**src/rtl/tm_qm_assoc_lookup.sv**
```systemverilog
// Queue-association lookup stage: issues one memory read per accepted descriptor and pairs the
// in-order association replies with their descriptors for downstream consumption.

`ifndef FIRST_LVL_QUEUE_ID_NBITS
`define FIRST_LVL_QUEUE_ID_NBITS 8
`endif
`ifndef QUEUE_ASSOCIATION_NBITS
`define QUEUE_ASSOCIATION_NBITS 8
`endif

module tm_qm_assoc_lookup #(
  parameter int unsigned DESC_NBITS = 32,
  parameter int unsigned DEPTH      = 4
) (
  input  logic                                 clk,
  input  logic                                 rst_n,
  input  logic                                 enq_valid,
  input  logic [`FIRST_LVL_QUEUE_ID_NBITS-1:0] enq_qid,
  input  logic [DESC_NBITS-1:0]                enq_desc,
  output logic                                 enq_ready,
  output logic                                 queue_association_rd,
  output logic [`FIRST_LVL_QUEUE_ID_NBITS-1:0] queue_association_raddr,
  input  logic                                 queue_association_ack,
  input  logic [`QUEUE_ASSOCIATION_NBITS-1:0]  queue_association_rdata,
  output logic                                 out_valid,
  output logic [`FIRST_LVL_QUEUE_ID_NBITS-1:0] out_qid,
  output logic [DESC_NBITS-1:0]                out_desc,
  output logic [`QUEUE_ASSOCIATION_NBITS-1:0]  out_assoc,
  input  logic                                 out_ready,
  output logic                                 err_spurious_ack,
  output logic [15:0]                          lookup_cnt
);

  localparam int unsigned QidW  = `FIRST_LVL_QUEUE_ID_NBITS;
  localparam int unsigned AsscW = `QUEUE_ASSOCIATION_NBITS;
  localparam int unsigned PtrW  = $clog2(DEPTH);
  localparam int unsigned EntW  = QidW + DESC_NBITS;
  localparam logic [PtrW:0] DepthC = (PtrW + 1)'(DEPTH);
  localparam logic [PtrW:0] One    = (PtrW + 1)'(1);

  // Pointers carry one extra wrap bit so full and empty are distinguishable.
  logic [PtrW:0]      dwr_q, drd_q, rwr_q, rrd_q;
  logic [PtrW:0]      credits_q, credits_d, outst_q, outst_d;
  logic               rd_q;
  logic [QidW-1:0]    raddr_q;
  logic               err_q;
  logic [15:0]        cnt_q;
  logic [EntW-1:0]    dmem [DEPTH];
  logic [AsscW-1:0]   rmem [DEPTH];
  logic [EntW-1:0]    dhead;
  logic               accept, pop, ack_ok;

  assign enq_ready = (credits_q < DepthC);
  assign accept    = enq_valid & enq_ready;
  assign out_valid = (rrd_q != rwr_q);
  assign pop       = out_valid & out_ready;
  assign ack_ok    = queue_association_ack & (outst_q != '0);

  always_comb begin
    credits_d = credits_q;
    if (accept && !pop) begin
      credits_d = credits_q + One;
    end else if (pop && !accept) begin
      credits_d = credits_q - One;
    end
  end

  always_comb begin
    outst_d = outst_q;
    if (accept && !ack_ok) begin
      outst_d = outst_q + One;
    end else if (ack_ok && !accept) begin
      outst_d = outst_q - One;
    end
  end

  always_ff @(posedge clk or negedge rst_n) begin
    if (!rst_n) begin
      dwr_q     <= '0;
      drd_q     <= '0;
      rwr_q     <= '0;
      rrd_q     <= '0;
      credits_q <= '0;
      outst_q   <= '0;
      rd_q      <= 1'b0;
      raddr_q   <= '0;
      err_q     <= 1'b0;
      cnt_q     <= '0;
    end else begin
      credits_q <= credits_d;
      outst_q   <= outst_d;
      rd_q      <= accept;
      if (accept) begin
        dwr_q   <= dwr_q + One;
        raddr_q <= enq_qid;
      end
      if (ack_ok) begin
        rwr_q <= rwr_q + One;
      end
      if (pop) begin
        drd_q <= drd_q + One;
        rrd_q <= rrd_q + One;
      end
      if (queue_association_ack && (outst_q == '0)) begin
        err_q <= 1'b1;
      end
      if (rd_q) begin
        cnt_q <= cnt_q + 16'd1;
      end
    end
  end

  // Storage needs no reset: heads are only exposed while out_valid.
  always_ff @(posedge clk) begin
    if (accept) begin
      dmem[dwr_q[PtrW-1:0]] <= {enq_qid, enq_desc};
    end
    if (ack_ok) begin
      rmem[rwr_q[PtrW-1:0]] <= queue_association_rdata;
    end
  end

  assign dhead = dmem[drd_q[PtrW-1:0]];

  assign out_qid   = out_valid ? dhead[EntW-1:DESC_NBITS]    : '0;
  assign out_desc  = out_valid ? dhead[DESC_NBITS-1:0]       : '0;
  assign out_assoc = out_valid ? rmem[rrd_q[PtrW-1:0]]       : '0;

  assign queue_association_rd    = rd_q;
  assign queue_association_raddr = raddr_q;
  assign err_spurious_ack        = err_q;
  assign lookup_cnt              = cnt_q;

endmodule

```
**config.mk**
```make
export PLATFORM = sky130hd
export DESIGN_NAME = tm_qm_assoc_lookup
export DESIGN_NICKNAME = d
export VERILOG_FILES = /design/src/rtl/tm_qm_assoc_lookup.sv
export SDC_FILE = /design/constraint.sdc
export NUM_CORES = 1
export LEC_CHECK = 0
export CORE_ASPECT_RATIO = 1.25
export CORE_MARGIN = 4
export CORE_UTILIZATION = 30
export DETAILED_ROUTE_END_ITERATION = 6
export GPL_ROUTABILITY_DRIVEN = 0
export SYNTH_ARGS = -nofsm -noshare
export SYNTH_HDL_FRONTEND = slang
export SYNTH_SLANG_ARGS = --single-unit
```
**constraint.sdc**
```tcl
create_clock -name clk -period 3.32 [get_ports clk]
set_clock_uncertainty 0.2 [all_clocks]
set_input_delay 0.996 -clock clk [delete_from_list [all_inputs] [get_ports clk]]
set_output_delay 0.996 -clock clk [all_outputs]
set_load 0.01 [all_outputs]
```
==> results.yml <==
power_and_ir_drop:
  ir_worst_vdd_v: 0.0004403
  power_uw: 12030
  p_per_area_nw_per_um2: 960.1
  leakage_uw: 0.004503
layout:
  seq_area_sq_um: 6827
  drive_above_1_share_pct: 34.93
  fillers: 2764
  fin_util_pct: 40.56
  diodes: 0
  nets: 720
  design_area_sq_um: 12530
  multi_input_area_sq_um: 2519
  area_growth_syn_to_layout_pct: 33.33
critical_path:
  r2r_cells: 9
  crit_required_ps: 2120
  startpoint_type: "flop"
  critical_path_class: "reg -> out"
  crit_path_end_kind: "primary output"
  cp_data_arrival_time_ps: 2200
  path_max_fanout: 4
status:
  outcome: "finished with violations"
  violations: "setup timing"
drt:
  vias_per_cell: 4.435
  drt-total-wl_um: 20420
  ant_nets: 0
  avgRoutedWirePerCell_um: 18.96
  vias: 4777
  first_iter_violations: 239
  drc: 0
  drt_first_pass_iters: 4
timing:
  finalSetupViolCount: 4
  maxSlewViolCount: 0
  max_slew_margin_pct: 66.66
  worst-slew-pin-transition_ps: 498.6
  fin_crit_sh_pct: 102.3
  setup_ws_ps: -77.21
  max_freq_mhz: 294.4
  fin_crit_ps: 3397
  rsz0062_at_grt: "yes"
  finalHoldViolations: 0
synth:
  ys_seq_elements: 234
  syn-instance-count: 471
  synth_edf_count: 192
  synth_top_area_share_pct: 61.33
  synthesis.area_sq_um: 9400
  synth_cell_types: 36
  synth_flop_cell: "edfxtp_1"
  synth_area_leaders: "edfxtp_1, mux4_2, dfrtp_1"
  async_flop_share_pct: 17.95
  ys_warn_count: 0
  synth_seq_area_share_pct: 72.51
  avgSynthCellArea_sq_um: 19.96
  synth_fp_nets: 538
  yosys.area.top_type: "edfxtp_1"
clock_tree:
  cts_buffer_depth: 3
  cts_tree: "built"
  h-tree-depth: 1
  cts_sinks: 234
  clk_pin_slew_ps: 60
  root_buffer: "clkbuf_16"
  cts_hold_buf: 0
  clk_latency_ps: 520
  numCtsBuffers: 24
worst_hold_path:
  hold_class: "in -> async"
global_route:
  grt_overflow: 0
  grt_max_degree: 41
  first_global_vias: 5522
  grt_antenna_before_repair: 1
  grt_pass1_wl_um: 31910
  track_usage_pct: 11.86
die:
  io_pins: 129
  dieHeight_um: 205.9
  die_area_sq_um: 34250
  fp.dieW_um: 166.3
  coreArea_sq_um: 30900
  rows: 72
  start_util_pct: 30.42
placement:
  pre_cts_slack_ps: 185.6
  hpwl_um: 12780
  port-buffer-count: 128
  dpl_cell_area_sq_um: 11360
flow_run:
  cap_violations: 0
stage by stage:
step | std cells | hold slack, ps | setup TNS (ps)
after floorplan | 471 | 265.2 | 0
after global placement | 1009 | 250.4 | 0
after detailed placement | 1009 | 245.3 | 0
after CTS | 1078 | 131.5 | -1899
after global routing | 1077 | 141.0 | -1134
final | 1077 | 149.0 | -157.5
what timing repair did:
item | in CTS | in global routing
setup endpoints to repair | 49 | 43
resized for setup | 217 | 35
pin swaps | 3 | 1
setup buffers | 21 | 5
cloned | 5 | 1
critical path: stages (launching register included):
cell and delay, ps:
dfrtp_4 500, buf_12 140, buf_8 120, buf_16 130
buf_6 110, mux4_2 400, nor2b_1 140, buf_2 140
synth_stat cells (4+ instances only):
library cell    n
and2_1          8
buf_2          10
buf_4           4
dfrtp_1        42
edfxtp_1      192
ha_1           12
inv_1          10
mux2_2         11
mux4_2         48
nand2_1         9
nand4_1         7
nor2_1          5
nor2b_1        40
nor2b_4        10
nor4_1          4
xnor2_1        13
xor2_1         16
flip-flops by register name (all words and copies together), names as in the netlist:
register                 count
dmem                       160
rmem                        32
lookup_cnt                  16
queue_association_raddr      8
credits_q                    3
outst_q                      3
rrd_q                        3
rwr_q                        3
drd_q                        2
dwr_q                        2
err_spurious_ack             1
queue_association_rd         1
final timing paths:
kind	from	endpoint	slack [ps]
min reg2reg	err_spurious_ack	err_spurious_ack	260
min	rst_n	rrd_q[0]	150
max in group asynchronous	rst_n	queue_association_raddr[0]	2040
min in group clk	err_spurious_ack	err_spurious_ack	260
max	drd_q[0]	out_desc[7]	-80
max reg2reg	rrd_q[2]	credits_q[2]	740
power by group:
group	internal (uW)	switching, uW	total [uW]
logic	2850	2330	5180
registers	3770	292	4060
clock network	1690	1110	2800
total	8300	3730	12000
per-layer routing:
metal / track usage (%) / vias to the layer above / wire length (um)
li1: - / 2192 / -
met1: 13.66 / 2441 / 7835
met2: 22.75 / 109 / 11270
met3: 2.449 / 33 / 925
met4: 2.631 / 2 / 378
met5: 0 / - / 13
area by class of cell:
cell class | count | area share, %
clock buffer | 29 | 5.111
inverter | 10 | 0.2995
timing repair buffer | 176 | 14.50
tap | 407 | 4.063
multi-input combinational | 207 | 20.10
clock inverter | 14 | 1.467
sequential | 234 | 54.47
cell families (layout without fill, tap and decap cells):
family	Yosys count	in the layout	share of synthesized area, %
fa+ha+maj	14	14	2.023
compound gates	10	10	0.8519
flops	234	234	72.51
simple gates	93	93	6.802
mux	59	59	12.82
xor+xnor	31	31	3.168
buf+inv	30	229	1.824
cells in the final DEF, fill, tap and decap left out, drive strengths merged, types with 5 or more instances in the layout:
cell           count
edfxtp           192
buf               90
clkdlybuf4s50     78
nor2b             50
mux4              48
dfrtp             42
clkbuf            36
xor2              18
xnor2             13
ha                12
mux2              11
inv               10
nand2              9
and2               8
nand4              7
clkinv             7
nor4               6
nor2               5
(Power assumes the default switching activity.)
